--- config.mk ---
export PLATFORM = sky130hd
export DESIGN_NAME = control_unit
export DESIGN_NICKNAME = d
export VERILOG_FILES = /design/src/rtl/control_unit.sv
export SDC_FILE = /design/constraint.sdc
export NUM_CORES = 1
export LEC_CHECK = 0
export BUFFER_PORTS_ARGS = -buffer_cell sky130_fd_sc_hd__buf_2
export CAP_MARGIN = 20
export CORE_MARGIN = 5
export CORE_UTILIZATION = 49
export DETAILED_ROUTE_END_ITERATION = 8
export GPL_ROUTABILITY_DRIVEN = 0
export PLACE_DENSITY = 0.85
export SYNTH_ARGS = -nofsm -noshare
export SYNTH_HDL_FRONTEND = slang
export SYNTH_SLANG_ARGS = --single-unit
export TNS_END_PERCENT = 5
--- constraint.sdc ---
create_clock -name clk -period 2.7 [get_ports clk]
set_input_delay 0.405 -clock clk [delete_from_list [all_inputs] [get_ports clk]]
set_output_delay 0.405 -clock clk [all_outputs]
set_load 0.03 [all_outputs]
--- src/rtl/control_unit.sv ---
// Multi-cycle control unit: fetch/decode/execute sequencer driving a small
// register-file + data-memory datapath. Datapath outputs depend only on state and IR.
module control_unit #(
    parameter int PC_WIDTH = 7
) (
    input  logic                clk,
    input  logic                rst_n,
    input  logic [15:0]         instr_data,
    output logic [PC_WIDTH-1:0] pc_addr,
    output logic [15:0]         ir_out,
    output logic [3:0]          state_out,
    output logic [7:0]          d_addr,
    output logic                d_wr,
    output logic                rf_sel,
    output logic                rf_w_en,
    output logic [3:0]          write_addr,
    output logic [3:0]          rd_addr_a,
    output logic [3:0]          rd_addr_b,
    output logic [2:0]          alu_sel
);

    localparam logic [3:0] S_INIT   = 4'd0;
    localparam logic [3:0] S_FETCH  = 4'd1;
    localparam logic [3:0] S_DECODE = 4'd2;
    localparam logic [3:0] S_NOOP   = 4'd3;
    localparam logic [3:0] S_LOAD_A = 4'd4;
    localparam logic [3:0] S_LOAD_B = 4'd5;
    localparam logic [3:0] S_STORE  = 4'd6;
    localparam logic [3:0] S_ADD    = 4'd7;
    localparam logic [3:0] S_SUB    = 4'd8;
    localparam logic [3:0] S_HALT   = 4'd9;

    logic [3:0]          state_q, state_d;
    logic [PC_WIDTH-1:0] pc_q, pc_d;
    logic [15:0]         ir_q, ir_d;

    always_comb begin
        state_d = state_q;
        pc_d    = pc_q;
        ir_d    = ir_q;
        case (state_q)
            S_INIT: begin
                pc_d    = '0;
                state_d = S_FETCH;
            end
            S_FETCH: begin
                ir_d    = instr_data;
                pc_d    = pc_q + PC_WIDTH'(1);
                state_d = S_DECODE;
            end
            S_DECODE: begin
                // Decode from the latched IR so the memory bus is free during DECODE.
                case (ir_q[15:12])
                    4'd1:    state_d = S_LOAD_A;
                    4'd2:    state_d = S_STORE;
                    4'd3:    state_d = S_ADD;
                    4'd4:    state_d = S_SUB;
                    4'd5:    state_d = S_HALT;
                    default: state_d = S_NOOP;
                endcase
            end
            S_LOAD_A: state_d = S_LOAD_B;
            S_HALT:   state_d = S_HALT;
            default:  state_d = S_FETCH;
        endcase
    end

    always_ff @(posedge clk or negedge rst_n) begin
        if (!rst_n) begin
            state_q <= S_INIT;
            pc_q    <= '0;
            ir_q    <= '0;
        end else begin
            state_q <= state_d;
            pc_q    <= pc_d;
            ir_q    <= ir_d;
        end
    end

    // Reset clears state and IR asynchronously, so every derived output is zero at once.
    always_comb begin
        d_addr  = 8'd0;
        d_wr    = 1'b0;
        rf_sel  = 1'b0;
        rf_w_en = 1'b0;
        alu_sel = 3'd0;
        case (state_q)
            S_LOAD_A: begin
                d_addr = ir_q[11:4];
                rf_sel = 1'b1;
            end
            S_LOAD_B: begin
                d_addr  = ir_q[11:4];
                rf_sel  = 1'b1;
                rf_w_en = 1'b1;
            end
            S_STORE: begin
                d_addr = ir_q[7:0];
                d_wr   = 1'b1;
            end
            S_ADD: begin
                alu_sel = 3'd1;
                rf_w_en = 1'b1;
            end
            S_SUB: begin
                alu_sel = 3'd2;
                rf_w_en = 1'b1;
            end
            default: ;
        endcase
    end

    assign pc_addr    = pc_q;
    assign ir_out     = ir_q;
    assign state_out  = state_q;
    assign write_addr = ir_q[3:0];
    assign rd_addr_a  = ir_q[11:8];
    assign rd_addr_b  = ir_q[7:4];

endmodule
; Word level (Yosys, flattened, before mapping)
; Cells that the tools add are included.
[totals]
output_inout_bits = 53
register_bits = 27
word_cells = 29
inputBits = 18
[classes]
eq_ne = 13
n_addsub = 1
n_reduce_logical = 4
muxes = 8
[op_table]
columns = cell, count
row1 = $eq 4x3->1 const B, 6
row2 = $pmux 4 s5, 1
row3 = $pmux 4 s4, 1
row4 = $pmux 8 s2, 1
row5 = $pmux 7 s2, 1
row6 = $eq 4x2->1 const B, 3
row7 = $eq 4x1->1 const B, 2
row8 = $eq 4x4->1 const B, 2
row9 = $add 7x1->7 const B, 1
row10 = $logic_not 4->1, 1
row11 = $pmux 2 s2, 1
row12 = $mux 1, 3
row13 = $reduce_or 3->1, 1
row14 = $reduce_bool 2->1, 1
row15 = $reduce_or 2->1, 1

; Longest topological paths before layout
; Gate-level depths: netlist of the first run.
[depth]
word_depth = 3
mapped_depth = 6
ltp_nobuf = 4

; Least setup slack after synthesis of the first run
; OpenSTA, ideal clock, no wires.
[synth_path]
path_type = flip-flop to output port
from = register state_q[1] (netlist: state_out[1])
to = output port rf_w_en
path_buffers = 1
path_slack_ns = 0.084
stages_incl_launch_ff = 4
arrival_time_ns = 2.211
required_ns = 2.295
path_cell_list = dfrtp_1 > clkbuf_1 > nor4b_1 > a21o_1
[synth_between]
elab_chain_cells = 3
elab_cells_between_ends = 5
classes_between = 3 x eq/ne / 1 x mux / 1 x reduce/logical
[synth_lines]
columns = element, line
row1 = "start, declared", 33  ; logic [3:0] state_q, state_d;
row2 = "start signal, assigned", 74  ; state_q <= state_d;
row3 = $eq 4x4->1 or $eq 4x3->1 (tied branches), 87  ; case (state_q)
row4 = $reduce_or 3->1 (no line) (*), n/a
row5 = $mux 1 (*), 87
row6 = "end, declared", 15  ; output logic rf_w_en,
; Every way passes the cells marked *; elsewhere a longest branch is shown, timed or not.

; Final worst setup path of the first run
[layout_path]
from = register state_q[2] (netlist: state_out[2])
to = output port d_addr[5]
[layout_between]
elab_chain_cells = 3
elab_cells_between_ends = 5
classes_between = 3 x eq/ne / 1 x mux / 1 x reduce/logical
[layout_lines]
columns = element, line
row1 = $eq 4x3->1, 87
row2 = $reduce_or 2->1 (no line), n/a
row3 = $pmux 8 s2 (*), 87
row4 = "end, declared", 12  ; output logic [7:0] d_addr,
; Marks and branches as above.

==> results of run 1 <==
[power groups by stage]
stage / clock (mW) / combinational [mW] / sequential (mW)
3_3_place_gp: 0 / 1.49 / 0.835
5_1_grt: 0.186 / 1.62 / 0.887
2_1_floorplan: 0 / 0.926 / 1.09
4_1_cts: 0.174 / 1.50 / 0.832
3_5_place_dp: 0 / 1.50 / 0.837
6_report: 0.168 / 1.49 / 0.838
[metrics by stage]
stage	std cells	setup WS (ns)	utilization
4_1_cts	246	0.3685	0.6172
5_1_grt	246	0.2579	0.6172
6_report	246	0.3549	0.6172
2_1_floorplan	163	0.08365	-
3_5_place_dp	242	0.7373	0.6073
3_3_place_gp	242	0.7770	0.6073
[cell type report]
type / count / area (um^2)
Clock inverter: 1 / 5.005
Tap cell: 31 / 38.79
Clock buffer: 3 / 22.52
Inverter: 1 / 3.754
Sequential cell: 27 / 675.6
Timing Repair Buffer: 70 / 352.8
Fill cell: 245 / 1065
Multi-Input combinational cell: 113 / 618.1
[cells in the mapped netlist (2+ instances only)]
cell type | number | area [um^2]
and3_1 | 4 | 25.02
o21ai_0 | 4 | 20.02
o31ai_1 | 2 | 15.01
nand3_1 | 3 | 15.01
dfrtp_1 | 27 | 675.7
a21oi_1 | 2 | 10.01
buf_6 | 2 | 22.52
nor3_1 | 2 | 10.01
nor2b_1 | 3 | 18.77
clkbuf_1 | 6 | 22.52
nor2_1 | 4 | 15.01
buf_4 | 13 | 97.59
a22o_1 | 9 | 78.83
nand2_1 | 57 | 214.0
[layer usage]
layer	up-vias	share of wire
met5	-	0
met4	0	0.011
met3	4	0.069
met2	43	0.48
met1	633	0.44
li1	643	-
[worst max-delay path: cells and delay by family (launching register included)]
kind | cells | cell delay, ns
AO/OA/AOI/OAI | 1 | 0.25
flip-flops | 1 | 0.54
AND/OR/NAND/NOR | 1 | 0.64
buffers and inverters | 1 | 0.20
[flip-flops by register name, indices dropped and copies added (netlist names)]
name / flops
ir_out: 16
pc_addr: 7
state_out: 4
[worst paths after layout]
check / end / slack (ns) / depth (start not counted)
setup / recovery: d_addr[5] / 0.35 / 3
hold / removal: pc_addr[1] / 0.07 / 1
setup reg to reg: pc_addr[6] / 0.78 / 3
hold reg to reg: ir_out[15] / 0.55 / 2
max in group asynchronous: state_out[2] / 2.25 / 1
min in group clk: ir_out[2] / 0.27 / 3
[logic make-up after synthesis]
| family | synth area share |
|---|---|
| AO/OA/AOI/OAI | 0.1411 |
| AND/OR/NAND/NOR | 0.2693 |
| XOR/XNOR | 0.006062 |
| other | 0.002595 |
| adder cells (fa/ha/maj) | 0.008657 |
| buffers and inverters | 0.1048 |
| flip-flops | 0.4675 |
==> impl_metrics.env, run 1 <==
export IMPL_synth_flop_cell="dfrtp_1"
export IMPL_grt_first_pass_wirelength_mm=5.816
export IMPL_path_cells="nor3b_2 -> a22o_1 -> buf_2"
export IMPL_critPathRequiredTime_ns=2.30
export IMPL_cp_end_kind="output pin"
export IMPL_drc=0
export IMPL_postCtsHoldBufs=0
export IMPL_yosysSeqAreaShare=0.4675
export IMPL_fin_crit_sh=0.8686
export IMPL_netlist_instances=163
export IMPL_clk_pin_slew_ns=0.14
export IMPL_irDropWorstVdd_v=0.001044
export IMPL_cts_tree="built"
export IMPL_placed_area_um2=1689
export IMPL_die_h_um=64.31
export IMPL_setup_tns_final_ns=0
export IMPL_seqPwrFrac=0.336
export IMPL_cp_max_fo=10
export IMPL_finalPower_mw=2.491
export IMPL_final_cell_mix="buf_2, nand2_1, dfrtp_1"
export IMPL_portBuffers=69
export IMPL_slew_viol_final=0
export IMPL_grt_usage=0.1706
export IMPL_initial_core_util=0.5196
export IMPL_worst_clock_skew_ns=0.002564
export IMPL_max_freq_mhz=426.4
export IMPL_globalRouteMet3Util=0.04028
export IMPL_synth_cell_types=39
export IMPL_cts_root_buf="clkbuf_4"
export IMPL_area_delta_synth_final_pct=18.79
export IMPL_switchingPower_mw=1.405
export IMPL_vias_per_cell=5.378
export IMPL_syn_avg_cell_area_um2=8.866
export IMPL_clk_path_buf_depth=2
export IMPL_layout_commonest_cell="buf_2"
export IMPL_drive_above_1_share=0.3581
export IMPL_route_antenna_remaining_nets=0
export IMPL_syn_nets=182
export IMPL_firstDrtPassIters=4
export IMPL_cts_buffers=3
export IMPL_use_met1=0.2117
export IMPL_rsz0062_at_grt="no"
export IMPL_dp_hpwl_mm=2.538
export IMPL_async_reset_ff_frac=1.000
export IMPL_setup_viol=0
export IMPL_grt_overflow_total=0
export IMPL_critPathLaunchType="flip-flop"
export IMPL_timing_hold_ws_ns=0.07049
export IMPL_antenna_found_initial=0
export IMPL_grt_util_met2=0.2898
export IMPL_grt_max_degree=28
export IMPL_cts_sinks=27
export IMPL_dieArea_um2=4135
export IMPL_drt_initial_drc_count=51
export IMPL_clkPwrFrac=0.068
export IMPL_final_hold_viol_count=0
export IMPL_coreArea_um2=2781
export IMPL_row_count=19
export IMPL_critPathKind="reg2out"
export IMPL_clk_latency_ns=0.31
export IMPL_combPwrFrac=0.596
export IMPL_grt_pass1_vias=1298
export IMPL_p_leak_nw=0.9956
export IMPL_insertedDiodeCount=0
export IMPL_wl_per_cell_um=13.81
export IMPL_crit_arrival_ns=1.94
export IMPL_cp_startpoint="state_out[2]"
export IMPL_cp_slowest_cell="nor3b_2"
export IMPL_pin_count=71
export IMPL_ys_seq_elements=27
export IMPL_power_density_nw_per_um2=1451
export IMPL_wirelength_mm=3.397
export IMPL_slowest_delay_ns=0.64
export IMPL_vias=1323
export IMPL_synth_edf_count=0
export IMPL_die_x_um=64.31
export IMPL_post_cts_buffers=0
export IMPL_maxCapViolations=0
export IMPL_htree_levels=1
export IMPL_power_internal_mw=1.086
export IMPL_final_cell_area_um2=1717
export IMPL_min_period_ns=2.345
export IMPL_worst_slew_pin_slew_ns=0.7435
export IMPL_yosysWarnings=0
export IMPL_swShare=0.5639
export IMPL_r2r_start="state_out[1]"
export IMPL_nets=235
export IMPL_status="finished clean"
export IMPL_syn_cell_area_um2=1445
export IMPL_postCtsResizedCells=0
export IMPL_slew_headroom=0.5031
export IMPL_hold_class="in2async"
export IMPL_grt_busiest_layer="met2"
(Power assumes the default switching activity.)
==> run 2: changes to the inputs <==
--- a/config.mk
+++ b/config.mk
@@ -7,7 +7,7 @@
 export LEC_CHECK = 0
 export BUFFER_PORTS_ARGS = -buffer_cell sky130_fd_sc_hd__buf_2
 export CAP_MARGIN = 20
-export CORE_MARGIN = 5
+export CORE_MARGIN = 2
 export CORE_UTILIZATION = 49
 export DETAILED_ROUTE_END_ITERATION = 8
 export GPL_ROUTABILITY_DRIVEN = 0
==> impl_metrics.env, run 2 (synthesis gave the netlist of run 1 again) <==
export IMPL_slowest_delay_ns=0.61
export IMPL_cts_sinks=27
export IMPL_clk_path_buf_depth=2
export IMPL_crit_arrival_ns=1.89
export IMPL_min_period_ns=2.300
export IMPL_wl_per_cell_um=13.25
export IMPL_slew_viol_final=0
export IMPL_hold_class="in2async"
export IMPL_grt_usage=0.2010
export IMPL_power_density_nw_per_um2=1449
export IMPL_dp_hpwl_mm=2.338
export IMPL_switchingPower_mw=1.404
export IMPL_cp_end_kind="output pin"
export IMPL_critPathRequiredTime_ns=2.30
export IMPL_clkPwrFrac=0.071
export IMPL_worst_slew_pin_slew_ns=0.6378
export IMPL_rsz0062_at_grt="no"
export IMPL_pin_count=71
export IMPL_portBuffers=69
export IMPL_nets=235
export IMPL_final_cell_mix="buf_2, nand2_1, dfrtp_1"
export IMPL_finalPower_mw=2.491
export IMPL_final_hold_viol_count=0
export IMPL_clk_pin_slew_ns=0.15
export IMPL_swShare=0.5636
export IMPL_cts_tree="built"
export IMPL_path_cells="nor3b_2 -> a22o_1 -> buf_2"
export IMPL_grt_overflow_total=0
export IMPL_rrSetupSlack_ns=0.79
export IMPL_fin_crit_sh=0.8517
export IMPL_grt_first_pass_wirelength_mm=5.361
export IMPL_insertedDiodeCount=0
export IMPL_die_h_um=58.31
export IMPL_setup_tns_final_ns=0
export IMPL_initial_core_util=0.5196
export IMPL_area_delta_synth_final_pct=18.96
export IMPL_irDropWorstVdd_v=0.001002
export IMPL_antenna_found_initial=0
export IMPL_cp_max_fo=10
export IMPL_clk_latency_ns=0.32
export IMPL_row_count=19
export IMPL_layout_commonest_cell="buf_2"
export IMPL_cp_slowest_cell="nor3b_2"
export IMPL_die_x_um=58.31
export IMPL_wirelength_mm=3.260
export IMPL_critPathKind="reg2out"
export IMPL_route_antenna_remaining_nets=0
export IMPL_seqPwrFrac=0.335
export IMPL_combPwrFrac=0.593
export IMPL_maxCapViolations=0
export IMPL_max_freq_mhz=434.9
export IMPL_drive_above_1_share=0.3581
export IMPL_worst_clock_skew_ns=0.009943
export IMPL_drt_initial_drc_count=61
export IMPL_dieArea_um2=3399
export IMPL_setup_viol=0
export IMPL_largest_reg_flops=16
export IMPL_slew_headroom=0.5729
export IMPL_status="finished clean"
export IMPL_firstDrtPassIters=4
export IMPL_vias=1304
export IMPL_cts_root_buf="clkbuf_4"
export IMPL_grt_pass1_vias=1151
export IMPL_critPathLaunchType="flip-flop"
export IMPL_p_leak_nw=0.9918
export IMPL_coreArea_um2=2781
export IMPL_postCtsHoldBufs=0
export IMPL_cts_buffers=3
export IMPL_grt_max_degree=28
export IMPL_power_internal_mw=1.087
export IMPL_post_cts_buffers=0
export IMPL_fillCellCount=259
export IMPL_htree_levels=1
export IMPL_postCtsResizedCells=0
export IMPL_vias_per_cell=5.301
export IMPL_drc=0
## run 2: cell types whose count changed in the layout (fill, tap and decap cells not counted)
cell / before / now
clkinvlp_4: 0 / 1
clkinv_2: 1 / 0
## run 2: critical path: cells and delay by family, from the launching register on
| family | cells | cell delay (ns) |
|---|---|---|
| AO/OA/AOI/OAI | 1 | 0.24 |
| flip-flops | 1 | 0.54 |
| AND/OR/NAND/NOR | 1 | 0.61 |
| buffers and inverters | 1 | 0.19 |
## run 2: area by class of cell
class	instances	area [um^2]	share of cell area
multi-input combinational	113	618.1	0.3595
inverter	1	3.754	0.002183
timing repair buffer	70	352.8	0.2052
clock inverter	1	7.507	0.004367
sequential	27	675.6	0.3930
clock buffer	3	22.52	0.01310
tap	31	38.79	0.02256
## run 2: through the flow
stage / cells / worst slack [ns] / cell area (um^2) / hold WS, ns / util
detailed placement: 242 / 0.7347 / 1689 / 0.4463 / 0.6073
finish: 246 / 0.4004 / 1719 / 0.05910 / 0.6181
CTS: 246 / 0.3575 / 1719 / 0.07450 / 0.6181
global route: 246 / 0.1965 / 1719 / 0.08131 / 0.6181
global placement: 242 / 0.8128 / 1689 / 0.4423 / 0.6073
floorplan: 163 / 0.08365 / 1445 / 0.1094 / -
## run 2: layer usage
layer  GRT usage  up-vias  part of all wire
met1      0.2798      620              0.41
li1            -      645                 -
met5           0        -                 0
met3     0.02857        0             0.049
met4     0.04651        0                 0
met2      0.3339       39              0.54
## run 2: power groups by stage
stage               Sequential (mW)  Combinational (mW)  Clock, mW
global placement              0.836                1.47          0
finish                        0.835                1.48      0.178
CTS                           0.834                1.49      0.184
detailed placement            0.844                1.49          0
floorplan                      1.09               0.926          0
global route                  0.875                1.62      0.206
## run 2: worst paths after layout
| kind | cells after the start | from | to |
|---|---|---|---|
| max reg2reg | 3 | state_out[1] | pc_addr[6] |
| min in group clk | 3 | instr_data[13] | ir_out[13] |
| max | 3 | state_out[2] | d_addr[3] |
| min reg2reg | 2 | ir_out[3] | ir_out[3] |
| min | 1 | rst_n | ir_out[15] |
| max in group asynchronous | 1 | rst_n | ir_out[0] |
==> run 3: changes to the inputs <==
--- a/config.mk
+++ b/config.mk
@@ -8,10 +8,11 @@
 export BUFFER_PORTS_ARGS = -buffer_cell sky130_fd_sc_hd__buf_2
 export CAP_MARGIN = 20
 export CORE_MARGIN = 2
-export CORE_UTILIZATION = 49
+export CORE_UTILIZATION = 40
+export CTS_CLUSTER_SIZE = 10
 export DETAILED_ROUTE_END_ITERATION = 8
 export GPL_ROUTABILITY_DRIVEN = 0
-export PLACE_DENSITY = 0.85
+export PLACE_DENSITY_LB_ADDON = 0.15
 export SYNTH_ARGS = -nofsm -noshare
 export SYNTH_HDL_FRONTEND = slang
 export SYNTH_SLANG_ARGS = --single-unit
==> impl_metrics.env, run 3 (synthesis gave the netlist of run 1 again) <==
export IMPL_slew_headroom=0.5804
export IMPL_cp_max_fo=10
export IMPL_dp_hpwl_mm=2.422
export IMPL_swShare=0.5614
export IMPL_grt_first_pass_wirelength_mm=5.727
export IMPL_fin_crit_sh=0.8586
export IMPL_vias_per_cell=5.046
export IMPL_dieArea_um2=4109
export IMPL_postCtsResizedCells=0
export IMPL_final_hold_viol_count=0
export IMPL_insertedDiodeCount=0
export IMPL_clk_latency_ns=0.33
export IMPL_post_cts_buffers=0
export IMPL_drive_above_1_share=0.3611
export IMPL_nets=236
export IMPL_cts_sinks=27
export IMPL_cp_slowest_cell="dfrtp_1"
export IMPL_htree_levels=1
export IMPL_critPathRequiredTime_ns=2.30
export IMPL_row_count=21
export IMPL_grt_usage=0.1732
export IMPL_final_cell_mix="buf_2, nand2_1, dfrtp_1"
export IMPL_max_freq_mhz=431.4
export IMPL_regArea_um2=675.6
export IMPL_wirelength_mm=3.336
export IMPL_setup_viol=0
export IMPL_cts_root_buf="clkbuf_4"
export IMPL_worst_slack_ns=0.3819
export IMPL_status="finished clean"
export IMPL_layout_commonest_cell="buf_2"
export IMPL_slew_viol_final=0
export IMPL_seqPwrFrac=0.334
export IMPL_die_h_um=64.11
export IMPL_min_period_ns=2.318
export IMPL_switchingPower_mw=1.408
export IMPL_combPwrFrac=0.596
export IMPL_worst_slew_pin_slew_ns=0.6267
export IMPL_route_antenna_remaining_nets=0
export IMPL_area_delta_synth_final_pct=20.61
export IMPL_vias=1322
export IMPL_hold_class="in2async"
export IMPL_cts_tree="built"
export IMPL_drc=0
export IMPL_drt_initial_drc_count=58
export IMPL_cp_end_kind="output pin"
export IMPL_multi_input_area_um2=618.1
export IMPL_path_cells="nor2b_1 -> and3_1 -> a22o_1 -> buf_2"
export IMPL_crit_arrival_ns=1.91
export IMPL_grt_max_degree=28
export IMPL_postCtsHoldBufs=0
export IMPL_wl_per_cell_um=12.73
export IMPL_fillCellCount=347
export IMPL_finalPower_mw=2.508
export IMPL_clk_path_buf_depth=2
export IMPL_grt_pass1_vias=1218
export IMPL_place_ws_ns=0.7552
export IMPL_initial_core_util=0.4231
export IMPL_critPathLaunchType="flip-flop"
export IMPL_largest_reg_flops=16
export IMPL_power_internal_mw=1.100
export IMPL_critPathKind="reg2out"
export IMPL_p_leak_nw=1.001
export IMPL_clkPwrFrac=0.070
export IMPL_die_x_um=64.11
export IMPL_pin_count=71
export IMPL_cts_buffers=3
export IMPL_power_density_nw_per_um2=1439
export IMPL_coreArea_um2=3416
export IMPL_rsz0062_at_grt="no"
export IMPL_maxCapViolations=0
export IMPL_grt_overflow_total=0
export IMPL_irDropWorstVdd_v=0.0006039
export IMPL_setup_tns_final_ns=0
export IMPL_slowest_delay_ns=0.53
export IMPL_portBuffers=69
export IMPL_antenna_found_initial=0
export IMPL_worst_clock_skew_ns=0.008121
export IMPL_clk_pin_slew_ns=0.15
export IMPL_firstDrtPassIters=4
-- run 3: cell count changes in the layout (fill, tap and decap cells not counted), sizes merged --
cell and change:
clkinv +1, buf +1, clkinvlp -1
-- run 3: final timing paths --
check | start | end | slack [ns] | depth (start not counted)
max | state_out[2] | d_addr[4] | 0.38 | 4
min | rst_n | ir_out[0] | 0.06 | 1
max reg2reg | state_out[1] | pc_addr[6] | 0.79 | 3
min reg2reg | ir_out[3] | ir_out[3] | 0.55 | 2
max in group asynchronous | rst_n | pc_addr[2] | 2.24 | 1
min in group clk | instr_data[1] | ir_out[1] | 0.25 | 3
-- run 3: per-stage QoR --
stage            util  hold slack [ns]  area, um^2  cells
3_3_place_gp   0.5022           0.4440        1715    258
3_5_place_dp   0.5022           0.4522        1715    258
5_1_grt        0.5103          0.08904        1743    262
4_1_cts        0.5103          0.06549        1743    262
2_1_floorplan       -           0.1094        1445    163
6_report       0.5103          0.06247        1743    262
-- run 3: power groups by stage --
stage	clock network (mW)	registers, mW	logic, mW
after floorplan	0	1.09	0.926
after global placement	0	0.827	1.50
after detailed placement	0	0.842	1.51
after CTS	0.185	0.833	1.52
after global routing	0.202	0.875	1.63
final	0.176	0.837	1.50
-- run 3: worst max-delay path, delay by kind of cell, from the launching register on --
family	cells	cell delay, ns
AND/OR/NAND/NOR	2	0.66
flip-flops	1	0.53
buffers and inverters	1	0.20
AO/OA/AOI/OAI	1	0.18
-- run 3: per-layer routing --
layer	part of all wire	GRT usage
met3	0.052	0.02817
met5	0	0
met4	0.0087	0.05319
met2	0.48	0.2865
met1	0.46	0.2328
-- run 3: area by class of cell --
class                   instances  area share
flip-flops and latches         27      0.3877
multi-input cells             113      0.3546
repair buffers                 71      0.2067
well taps                      46     0.03302
clock buffers                   3     0.01292
clock inverters                 1    0.002872
inverters                       1    0.002154
